File: config.mk
export PLATFORM = sky130hd
export DESIGN_NAME = uart_wb_master
export DESIGN_NICKNAME = d
export VERILOG_FILES = /design/src/rtl/uart_wb_pkg.sv /design/src/rtl/uart_wb_resp_ser.sv /design/src/rtl/uart_wb_master.sv
export SDC_FILE = /design/constraint.sdc
export NUM_CORES = 1
export LEC_CHECK = 0
export CORE_MARGIN = 2
export CORE_UTILIZATION = 27
export CTS_CLUSTER_DIAMETER = 100
export CTS_CLUSTER_SIZE = 10
export DETAILED_ROUTE_END_ITERATION = 7
export SLEW_MARGIN = 0
export SYNTH_ARGS = -nofsm -noshare
export SYNTH_HDL_FRONTEND = slang
export SYNTH_HIERARCHICAL = 1
export SYNTH_SLANG_ARGS = --single-unit
File: constraint.sdc
create_clock -name clk -period 4.64 [get_ports clk]
set_clock_uncertainty 0.05 [all_clocks]
set_input_delay 0.928 -clock clk [delete_from_list [all_inputs] [get_ports clk]]
set_output_delay 0.928 -clock clk [all_outputs]
set_load 0.05 [all_outputs]
File: src/rtl/uart_wb_pkg.sv
// uart_wb_pkg
//   Shared constants and types for the UART-to-Wishbone bridge.
//   - CMD_WRITE / CMD_READ : frame command bytes
//   - RSP_ACK / RSP_NAK    : single-byte responses (write done / timeout)
//   - state_e              : bridge FSM state encoding
package uart_wb_pkg;

  localparam logic [7:0] CMD_WRITE = 8'hA5;
  localparam logic [7:0] CMD_READ  = 8'h5A;
  localparam logic [7:0] RSP_ACK   = 8'h06;
  localparam logic [7:0] RSP_NAK   = 8'h15;

  typedef enum logic [2:0] {
    ST_IDLE = 3'd0,
    ST_ADDR = 3'd1,
    ST_DATA = 3'd2,
    ST_WB   = 3'd3,
    ST_RESP = 3'd4
  } state_e;

endpackage

File: src/rtl/uart_wb_resp_ser.sv
// uart_wb_resp_ser
//   Response serializer: holds up to four response bytes and offers them
//   MSB first on a valid/ready byte stream.
// Ports:
//   clk, rst_n         clock, synchronous active-low reset
//   load_i             load a new response (ignored bytes beyond load_len_i)
//   load_data_i[31:0]  response bytes, first byte in [31:24]
//   load_len_i[2:0]    number of bytes to send (1..4)
//   tx_valid_o/tx_data_o/tx_ready_i  byte stream towards the UART transmitter
//   done_o             high in the cycle the last byte transfers
// Handshake: a byte transfers on a clock edge where tx_valid_o and tx_ready_i
// are both high; tx_valid_o/tx_data_o never change while waiting for ready.
module uart_wb_resp_ser (
  input  logic        clk,
  input  logic        rst_n,
  input  logic        load_i,
  input  logic [31:0] load_data_i,
  input  logic [2:0]  load_len_i,
  output logic        tx_valid_o,
  output logic [7:0]  tx_data_o,
  input  logic        tx_ready_i,
  output logic        done_o
);

  logic [31:0] sr_q, sr_d;
  logic [2:0]  left_q, left_d;
  logic        valid_q, valid_d;

  always_comb begin
    sr_d    = sr_q;
    left_d  = left_q;
    valid_d = valid_q;
    if (load_i) begin
      sr_d    = load_data_i;
      left_d  = load_len_i;
      valid_d = (load_len_i != 3'd0);
    end else if (valid_q && tx_ready_i) begin
      // Shift the next byte into the output slot so it is offered next cycle.
      sr_d   = {sr_q[23:0], 8'h00};
      left_d = left_q - 3'd1;
      if (left_q == 3'd1) valid_d = 1'b0;
    end
  end

  always_ff @(posedge clk) begin
    if (!rst_n) begin
      sr_q    <= '0;
      left_q  <= '0;
      valid_q <= 1'b0;
    end else begin
      sr_q    <= sr_d;
      left_q  <= left_d;
      valid_q <= valid_d;
    end
  end

  assign tx_valid_o = valid_q;
  assign tx_data_o  = sr_q[31:24];
  assign done_o     = valid_q && tx_ready_i && (left_q == 3'd1);

endmodule

File: src/rtl/uart_wb_master.sv
// uart_wb_master
//   Bridges a UART byte stream to a Wishbone master port.
//   Frame: command (A5 write / 5A read), 4 address bytes MSB first, then for
//   writes 4 data bytes MSB first. Write answers 06, read answers 4 data bytes
//   MSB first. Other bytes seen while idle are dropped.
// Parameters:
//   TIMEOUT_CYCLES  ack wait limit in clk cycles (used only with the macro)
// Build option:
//   UART_WB_TIMEOUT_EN  when defined, a cycle without ack for TIMEOUT_CYCLES
//                       is abandoned and answered with 15.
// Ports:
//   clk, rst_n                 clock, synchronous active-low reset
//   rx_valid, rx_data          received byte pulse and value
//   tx_valid, tx_data, tx_ready response byte stream (valid/ready)
//   wbm_*                      Wishbone master signals
//   rx_overrun                 one-cycle pulse when a byte arrives while busy
//   dbg_state_o                current FSM state
module uart_wb_master
  import uart_wb_pkg::*;
#(
  parameter int TIMEOUT_CYCLES = 1024
) (
  input  logic        clk,
  input  logic        rst_n,
  input  logic        rx_valid,
  input  logic [7:0]  rx_data,
  output logic        tx_valid,
  output logic [7:0]  tx_data,
  input  logic        tx_ready,
  output logic        wbm_cyc_o,
  output logic        wbm_stb_o,
  output logic        wbm_we_o,
  output logic [3:0]  wbm_sel_o,
  output logic [31:0] wbm_adr_o,
  output logic [31:0] wbm_dat_o,
  input  logic [31:0] wbm_dat_i,
  input  logic        wbm_ack_i,
  output logic        rx_overrun,
  output logic [2:0]  dbg_state_o
);

  state_e      state_q, state_d;
  logic [1:0]  cnt_q, cnt_d;
  logic        we_q, we_d;
  logic        cyc_q, cyc_d;
  logic        stb_q, stb_d;
  logic [3:0]  sel_q, sel_d;
  logic [31:0] adr_q, adr_d;
  logic [31:0] dat_q, dat_d;
  logic        ovr_q, ovr_d;

  logic        load;
  logic [31:0] load_data;
  logic [2:0]  load_len;
  logic        tx_done;
  logic        timeout;

`ifdef UART_WB_TIMEOUT_EN
  localparam int TW = $clog2(TIMEOUT_CYCLES) + 1;
  logic [TW-1:0] to_cnt_q;

  // Counts cycles spent in WB; cleared whenever the FSM is elsewhere.
  always_ff @(posedge clk) begin
    if (!rst_n)                to_cnt_q <= '0;
    else if (state_q == ST_WB) to_cnt_q <= to_cnt_q + TW'(1);
    else                       to_cnt_q <= '0;
  end

  assign timeout = (state_q == ST_WB) && (to_cnt_q == TW'(TIMEOUT_CYCLES - 1));
`else
  assign timeout = 1'b0;
`endif

  always_comb begin
    state_d   = state_q;
    cnt_d     = cnt_q;
    we_d      = we_q;
    cyc_d     = cyc_q;
    stb_d     = stb_q;
    sel_d     = sel_q;
    adr_d     = adr_q;
    dat_d     = dat_q;
    ovr_d     = rx_valid && (state_q == ST_WB || state_q == ST_RESP);
    load      = 1'b0;
    load_data = '0;
    load_len  = 3'd0;

    case (state_q)
      ST_IDLE: begin
        if (rx_valid && (rx_data == CMD_WRITE || rx_data == CMD_READ)) begin
          we_d    = (rx_data == CMD_WRITE);
          cnt_d   = 2'd0;
          state_d = ST_ADDR;
        end
      end
      ST_ADDR: begin
        if (rx_valid) begin
          adr_d = {adr_q[23:0], rx_data};
          cnt_d = cnt_q + 2'd1;
          if (cnt_q == 2'd3) begin
            if (we_q) begin
              state_d = ST_DATA;
            end else begin
              // Strobe is registered on entry so it appears one cycle after
              // the final frame byte.
              state_d = ST_WB;
              cyc_d   = 1'b1;
              stb_d   = 1'b1;
              sel_d   = 4'hF;
            end
          end
        end
      end
      ST_DATA: begin
        if (rx_valid) begin
          dat_d = {dat_q[23:0], rx_data};
          cnt_d = cnt_q + 2'd1;
          if (cnt_q == 2'd3) begin
            state_d = ST_WB;
            cyc_d   = 1'b1;
            stb_d   = 1'b1;
            sel_d   = 4'hF;
          end
        end
      end
      ST_WB: begin
        // Ack wins over a timeout landing in the same cycle.
        if (wbm_ack_i) begin
          cyc_d     = 1'b0;
          stb_d     = 1'b0;
          sel_d     = 4'h0;
          load      = 1'b1;
          load_data = we_q ? {RSP_ACK, 24'h0} : wbm_dat_i;
          load_len  = we_q ? 3'd1 : 3'd4;
          state_d   = ST_RESP;
        end else if (timeout) begin
          cyc_d     = 1'b0;
          stb_d     = 1'b0;
          sel_d     = 4'h0;
          load      = 1'b1;
          load_data = {RSP_NAK, 24'h0};
          load_len  = 3'd1;
          state_d   = ST_RESP;
        end
      end
      ST_RESP: begin
        if (tx_done) state_d = ST_IDLE;
      end
      default: state_d = ST_IDLE;
    endcase
  end

  always_ff @(posedge clk) begin
    if (!rst_n) begin
      state_q <= ST_IDLE;
      cnt_q   <= '0;
      we_q    <= 1'b0;
      cyc_q   <= 1'b0;
      stb_q   <= 1'b0;
      sel_q   <= '0;
      adr_q   <= '0;
      dat_q   <= '0;
      ovr_q   <= 1'b0;
    end else begin
      state_q <= state_d;
      cnt_q   <= cnt_d;
      we_q    <= we_d;
      cyc_q   <= cyc_d;
      stb_q   <= stb_d;
      sel_q   <= sel_d;
      adr_q   <= adr_d;
      dat_q   <= dat_d;
      ovr_q   <= ovr_d;
    end
  end

  uart_wb_resp_ser u_resp_ser (
    .clk         (clk),
    .rst_n       (rst_n),
    .load_i      (load),
    .load_data_i (load_data),
    .load_len_i  (load_len),
    .tx_valid_o  (tx_valid),
    .tx_data_o   (tx_data),
    .tx_ready_i  (tx_ready),
    .done_o      (tx_done)
  );

  assign wbm_cyc_o   = cyc_q;
  assign wbm_stb_o   = stb_q;
  assign wbm_we_o    = we_q;
  assign wbm_sel_o   = sel_q;
  assign wbm_adr_o   = adr_q;
  assign wbm_dat_o   = dat_q;
  assign rx_overrun  = ovr_q;
  assign dbg_state_o = state_q;

endmodule

-- Word-level counts from Yosys, hierarchy flattened
Index checks and enable logic that the tools add are counted.
- flip-flop bits (word level): 112
- input port bits: 45
- output and inout bits: 84
- $add $sub $neg: 2
- equal/unequal tests: 17
- mux-type cells: 41
- reductions and logical operators: 20
- operator list (kind ; number):
    2-to-1 mux 32 bit ; 5
    2-to-1 mux 3 bit ; 12
    2-to-1 mux 4 bit ; 6
    != test 2 bit, second input constant ; 8
    one-hot mux 3 bit (5 select lines) ; 1
    AND reduction 7 bit ; 2
    2-to-1 mux 1 bit ; 12
    one-hot mux 4 bit (3 select lines) ; 1
    equality test 8 x 7 -> 1 bit, second input constant ; 1
    equality test 8 bit, second input constant ; 1
    AND reduction 2 bit ; 4
    equality test 3 x 1 -> 1 bit, second input constant ; 2
    equality test 3 x 2 -> 1 bit, second input constant ; 2
    nonzero test 2 bit ; 3
    nonzero test 3 bit ; 2
    logical AND 1 bit ; 4
    2-to-1 mux 2 bit ; 2
    one-hot mux 2 bit (2 select lines) ; 1
    equality test 3 bit, second input constant ; 1
    zero test 3 bit ; 1
    one-hot mux 1 bit (3 select lines) ; 1
    AND reduction 3 bit ; 1
    subtractor 3 x 1 -> 3 bit, second input constant ; 1
    adder 2 x 1 -> 2 bit, second input constant ; 1
    other kinds (4) ; 5

-- Logic depth before layout (Yosys ltp)
Gate-level depths: netlist (run 1).
- depth after elaboration: 5
- mapped depth: 7
- mapped depth without buffers: 7

-- By module
The synthesis (run 1) kept the hierarchy.
- modules (own cells, without submodules) (module ; times used ; cells each ; area an instance (um2) ; seq. area each (um2)):
    uart_wb_master ; 1 ; 390 ; 3035.4 ; 1441.4
    uart_wb_resp_ser ; 1 ; 175 ; 1616.6 ; 720.7

-- Least setup slack after synthesis (run 1)
No wires, ideal clock.
- kind: input to register
- start point: in rx_data[3]
- end point: reg cnt_q[1]
- setup time: 0.060 ns
- arrival: 1.923 ns
- path slack: 2.608 ns
- stages: 5
- path buffers: 0
- path through: and4bb_2 -> nand2_1 -> a21o_1 -> a2111oi_4 -> a41o_1
- cells in the longest elaborated chain, start to end: 5
- elaborated cells between the ends (all ways): 6
- RTL lines (what ; line ; RTL):
    start: declaration ; uart_wb_master.sv:26 ; input logic [7:0] rx_data,
    equality test 8 bit / equality test 8 x 7 -> 1 bit (equally long branches) ; uart_wb_master.sv:90 ; if (rx_valid && (rx_data == CMD_WRITE || rx_data == CMD_READ)) begin
    logical OR 1 bit * ; uart_wb_master.sv:90 ;
    logical AND 1 bit * ; uart_wb_master.sv:90 ;
    != test 2 bit (no source line) * ; -- ;
    AND reduction 3 bit (no source line) * ; -- ;
    end signal: assignment ; uart_wb_master.sv:166 ; cnt_q <= cnt_d;
    end: declaration ; uart_wb_master.sv:43 ; logic [1:0] cnt_q, cnt_d;
Mark *: on every way between the ends. The rest lies on a longest branch, timed or not.
A chain may end at the register's enable or synchronous reset.

-- Worst setup path in the final report (run 1)
- start point: reg state_q[1], in the netlist dbg_state_o[1]
- end point: out dbg_state_o[1]
- RTL lines (what ; line ; RTL):
    start: declaration ; uart_wb_master.sv:42 ; state_e state_q, state_d;
    start signal: assignment ; uart_wb_master.sv:165 ; state_q <= state_d;
    end: declaration ; uart_wb_master.sv:39 ; output logic [2:0] dbg_state_o
No word-level cell between the ends.

==> metrics, run 1 <==
Inserted Diodes 0; total gr overflow 0; XOR/XNOR Fraction of Synth Area 0.726%; Die Span X 135 µm; Post-synth EDFFs 0; min cycle time layout 3.05 ns; asr flop ratio synth 0%; cts hold-fix bufs 0; Synth area leaders dfxtp_1, nand2_1, a21oi_1; sequential area share after synthesis 46.5%; vias per cell 4.48; Max Clock Freq 328 MHz; beginning of the worst hold path wbm_dat_o[30]$_SDFFE_PN0P_; kind of cell adding the most delay to the critical path buffers and inverters; largest area contributor in the netlist dfxtp_1; Post-Synth Simple-Gate Area 22.7%; Initial Utilization 27.9%; Tcrit/Tclk final 65.7%; warnings from Yosys 6; gr usage total 12.9%; Setup crit end kind output pin; status finished clean; synthesized flop and latch total 108; CTS Root Buffer Type clkbuf_16; CTS tree done; Final setup viols 0; cells on worst reg2reg path 6; Primary FF master, synth dfxtp_1; worst-case clock buffer depth 2; FP Rows 47; Die Span Y 135 µm; largest net degree at the start of global routing 62; Hold Path Class reg2reg; die area 18300 µm²; R2R setup slack 2.29 ns; PD cells 289 nW/µm²; DR vias 3953; first-pass GRT wire length 18600 µm; share of layout cells above drive strength 1 5.28%; multiplexer share of the synthesized area 5.59%; post-cts resize count 0; DP Area 5970 µm²; CP max stage delay 0.97 ns; IO Port Bufs 128; TritonCTS Sinks 108; CTS Buf Count 9; layout net count 706; Cell Chain, Critical Path clkdlybuf4s50_1; Ports 129; placed cells 867; DRT antenna net count 0; Crit path required time 3.66 ns; DRC 0; Max IR drop VDD 0.000161 V; worst slew pin tran 1.19 ns; WS Path Type reg2out; Crit-path slowest cell clkdlybuf4s50_1; Hold Vio Cnt, Final 0; vias in the first global route 3495; non-filler cells, final 883; Design Power 0.00181 W; leakage power 2.27 nW; Layout fillers 1761; Core ar. 16700 µm²; routability congestion estimate 0.748; post-synthesis cell count 565; CP Buf/Inv Count 1; FF-to-FF Start dbg_state_o[1]$_SDFFE_PN0P_; Post-CTS Setup Repair Bufs 0; post-route cell area 6280 µm²; reg2reg end u_resp_ser/sr_q[21]$_SDFFE_PN0P_; slew margin rel. 20.5%; Cell variety after synth 40; Max Cap Viol 0; average cell area after synthesis 8.23 µm²; Final Max Tran Viols 0; top cell type's share of synthesized area 46.5%; largest family of logic cells by synthesized area simple AND/OR/NAND/NOR gates; H-Tree Depth 3; setup repair after global routing missed its margin no; Clock Latency Late Sink 0.36 ns; HPWL after DPL 8100 µm; Compound-Gate Fraction of Synth Area 16.8%; final wirelength 12000 µm; initial antenna violation count 0; hold path cells 2; Synth-to-Final Area Change 35.1%; Post-Synth Adder-Cell Area 0.807%; hold worst-path end wbm_dat_o[30]$_SDFFE_PN0P_; Crit Path Max Fanout 13; crit start category flop; DR pass1 iterations 5; Mapped Area 4650 µm²; Reg clk slew, reported paths 0.08 ns; DR iter-0 viols 248; Final TNS setup 0 ns; CP arrival 2.07 ns; wire length per cell 13.6 µm
==> per-layer routing <==
| metal | wire length (µm) | track usage [%] | vias up |
|---|---|---|---|
| met5 | 0 | 0 | - |
| met2 | 5380 | 19.5 | 74 |
| met1 | 5830 | 17.5 | 1797 |
| met3 | 453 | 2.28 | 20 |
| met4 | 346 | 6.77 | 0 |
| li1 | - | - | 2062 |
==> synthesized netlist by cell type (4+ instances only) <==
cell      number
a21boi_0       9
a21oi_1       97
and2_1        30
and4bb_2       4
buf_2         13
buf_4         15
clkbuf_1      22
dfxtp_1      108
inv_1          5
mux2i_1       26
nand2_1      146
nand3_1       15
nor2_1        11
o21ai_0       29
==> registers in the layout, summed over array words and instances, names as in the netlist <==
name,flops
u_resp_ser/sr_q,32
wbm_adr_o,32
wbm_dat_o,32
dbg_state_o,3
u_resp_ser/left_q,3
cnt_q,2
rx_overrun,1
u_resp_ser/tx_valid_o,1
wbm_sel_o,1
wbm_we_o,1
==> worst max-delay path by stage <==
| stage | slack [ns] | cells past startpoint | start | to |
|---|---|---|---|---|
| 3_3_place_gp | 1.63 | 5 | rx_valid | wbm_adr_o[3]$_SDFFE_PN0P_ |
| 2_1_floorplan | 2.61 | 5 | rx_data[3] | cnt_q[1]$_SDFFE_PN0P_ |
| 4_1_cts | 1.56 | 1 | dbg_state_o[1]$_SDFFE_PN0P_ | dbg_state_o[1] |
| 6_report | 1.59 | 1 | dbg_state_o[1]$_SDFFE_PN0P_ | dbg_state_o[1] |
| 5_1_grt | 1.51 | 1 | dbg_state_o[1]$_SDFFE_PN0P_ | dbg_state_o[1] |
| 3_5_place_dp | 1.61 | 5 | rx_valid | wbm_adr_o[16]$_SDFFE_PN0P_ |
==> cells in the final DEF (no fill, tap or decap), types with 2 or more instances in the layout <==
master | synthesis | final
inv_1 | 5 | 5
and3_1 | 2 | 2
and4bb_2 | 4 | 4
o21ai_0 | 29 | 29
or3_1 | 2 | 2
buf_4 | 15 | 6
conb_1 | 1 | 2
inv_6 | 0 | 2
nor2_1 | 11 | 11
clkbuf_16 | 0 | 9
and2_1 | 30 | 30
mux2i_1 | 26 | 26
nand3b_1 | 3 | 3
clkdlybuf4s50_1 | 0 | 128
nand2_1 | 146 | 146
ha_1 | 3 | 3
dfxtp_1 | 108 | 108
a21boi_0 | 9 | 9
clkinv_4 | 0 | 2
a21oi_1 | 97 | 97
nand3_1 | 15 | 15
==> cell families (layout without fill, tap and decap cells) <==
group	count (synthesis)	after routing
flops	108	108
simple gates	222	222
mux	26	26
compound gates	142	142
buf+inv	60	157
other cells	1	2
xor+xnor	3	3
fa+ha+maj	3	3
==> metrics by stage <==
stage	hold slack [ns]	setup WS, ns	util (%)
after floorplan	0.404	2.61	-
after global placement	0.391	1.63	35.7
after detailed placement	0.398	1.61	35.7
after CTS	0.410	1.56	37.6
after global routing	0.434	1.51	37.6
final	0.408	1.59	37.6
==> report_power, final <==
| part | switching [W] | internal, W | total (W) |
|---|---|---|---|
| registers | 0.000000944 | 0.000926 | 0.000927 |
| logic | 0.0000355 | 0.0000420 | 0.0000775 |
| clock network | 0.000366 | 0.000443 | 0.000809 |
==> final cells by class <==
class                           count  area (µm²)  share of cell area, %
Clock inverter                      6        76.3                   1.21
Timing Repair Buffer              134        1330                   21.1
Multi-Input combinational cell    398        2180                   34.7
Tap cell                          220         275                   4.38
Inverter                            7        26.3                  0.418
Clock buffer                       10         239                   3.80
Sequential cell                   108        2160                   34.4
No activity file was read; power rests on OpenSTA's default activity.
==> run 2: changes to the inputs <==
clock period = 2.65 ns   (was 4.64 ns; I/O delays follow)
==> metrics, run 2 (synthesized netlist as in run 1, its figures left out) <==
CTS tree done; Ports 129 (unchanged); post-cts resize count 0 (unchanged); DRC 0 (unchanged); Cell Chain, Critical Path clkdlybuf4s50_1; commonest non-fill, non-tap cells in the layout nand2_1, clkdlybuf4s50_1, dfxtp_1; Final setup viols 0 (unchanged); largest net degree at the start of global routing 62 (unchanged); status finished clean; initial antenna violation count 0 (unchanged); worst-case clock buffer depth 2 (unchanged); FP Rows 47 (unchanged); HPWL after DPL 8340 µm (+3.0%); Max Clock Freq 440 MHz; Crit path required time 2.07 ns (-1.59 ns); DRT antenna net count 0 (unchanged); Post-CTS Setup Repair Bufs 0 (unchanged); WS Path Type reg2out; share of layout cells above drive strength 1 6.11% (+0.83 points); setup repair after global routing missed its margin no; gr usage total 13.2% (+0.31 points); CP arrival 1.69 ns (-0.38 ns); H-Tree Depth 3 (unchanged); first-pass GRT wire length 19000 µm (+2.6%); TritonCTS Sinks 108 (unchanged); kind of cell adding the most delay to the critical path buffers and inverters; CP max stage delay 0.87 ns (-0.10 ns); CP Buf/Inv Count 1 (unchanged); DR iter-0 viols 304 (+23%); total gr overflow 0 (unchanged); Max Cap Viol 0 (unchanged); placed cells 875 (+0.92%); vias in the first global route 3523 (+0.80%); Setup crit end kind output pin; slew margin rel. 60.7% (+40 points); most common cell after layout, fill and taps aside nand2_1; DR pass1 iterations 4 (-1); leakage power 2.30 nW (+1.3%); Synth-to-Final Area Change 36.2%; DR vias 3958 (+0.13%); cts hold-fix bufs 0 (unchanged); Tcrit/Tclk final 85.7%; Die Span Y 135 µm (unchanged); Hold Path Class reg2reg; Crit Path Max Fanout 6 (-7); Final Max Tran Viols 0 (unchanged); Max IR drop VDD 0.000271 V (+68%); Clock Latency Late Sink 0.35 ns (about the same); non-filler cells, final 891 (+0.91%); wire length per cell 13.8 µm (+1.6%); Reg clk slew, reported paths 0.07 ns (about the same); die area 18300 µm² (unchanged); Inserted Diodes 0 (unchanged); min cycle time layout 2.27 ns; utilization of the core after routing 37.9% (+0.31 points); vias per cell 4.44 (-0.77%); PD cells 478 nW/µm² (+66%); IO Port Bufs 128 (unchanged); final wirelength 12300 µm (+2.5%); crit start category flop; CTS Root Buffer Type clkbuf_16; routability congestion estimate 0.757 (+1.3%); layout net count 714 (+1.1%); Crit-path slowest cell clkdlybuf4s50_1; CTS Buf Count 9 (unchanged); Initial Utilization 27.9% (unchanged); Hold Vio Cnt, Final 0 (unchanged); Die Span X 135 µm (unchanged); Final TNS setup 0 ns (unchanged); worst slew pin tran 0.589 ns (-0.604 ns); Core ar. 16700 µm² (unchanged)
[run 2: cell types whose count changed in the layout (fill, tap and decap cells not counted)]
cell	change
bufinv_16	-1
inv_8	-1
clkbuf_1	+3
clkdlybuf4s50_1	-1
inv_6	-2
buf_12	+3
buf_4	+6
clkinv_2	+1
[run 2: final timing paths]
path,start,end,slack (ns),depth (start not counted)
worst min register to register,wbm_adr_o[26]$_SDFFE_PN0P_,wbm_adr_o[26]$_SDFFE_PN0P_,0.40,2
worst min-delay path,wbm_adr_o[26]$_SDFFE_PN0P_,wbm_adr_o[26]$_SDFFE_PN0P_,0.40,2
worst max-delay path,u_resp_ser/tx_valid_o$_SDFFE_PN0P_,tx_valid,0.38,1
worst max register to register,dbg_state_o[0]$_SDFFE_PN0P_,u_resp_ser/left_q[0]$_SDFFE_PN0P_,0.73,6
[run 2: cell type report]
cell class / count / area [µm²]
Multi-Input combinational cell: 398 / 2180
Timing Repair Buffer: 142 / 1420
Sequential cell: 108 / 2160
Fill cell: 1725 / 10400
Inverter: 7 / 26.3
Tap cell: 220 / 275
Clock buffer: 13 / 250
Clock inverter: 3 / 22.5
[run 2: worst reg2reg max path: stages, from the launching register on]
cell,delay (ns)
dfxtp_1,0.70
nand4b_4,0.22
inv_1,0.12
clkinv_1,0.06
buf_4,0.29
o21ai_0,0.29
a21oi_1,0.06
[run 2: layer usage]
layer,track usage [%],part of all wire (%),vias to the layer above
met5,0,0,-
met4,5.32,1.9,0
met3,2.10,2.8,15
met2,20.8,46,69
met1,18.0,49,1803
li1,-,-,2071
[run 2: through the flow]
step	hold slack [ns]	total power [W]	area, µm²	setup WS (ns)
6_report	0.402	0.00303	6340	0.380
5_1_grt	0.420	0.00315	6340	0.344
4_1_cts	0.407	0.00307	6340	0.365
3_5_place_dp	0.397	0.00181	6060	0.342
3_3_place_gp	0.393	0.00181	6060	0.347
2_1_floorplan	0.404	0.00171	4660	0.705
[run 2: report_power, final]
group | internal (W) | switching, W | leakage [nW]
sequential | 0.00162 | 0.00000159 | 0.869
clock | 0.000667 | 0.000596 | 0.134
combinational | 0.0000770 | 0.0000671 | 1.30
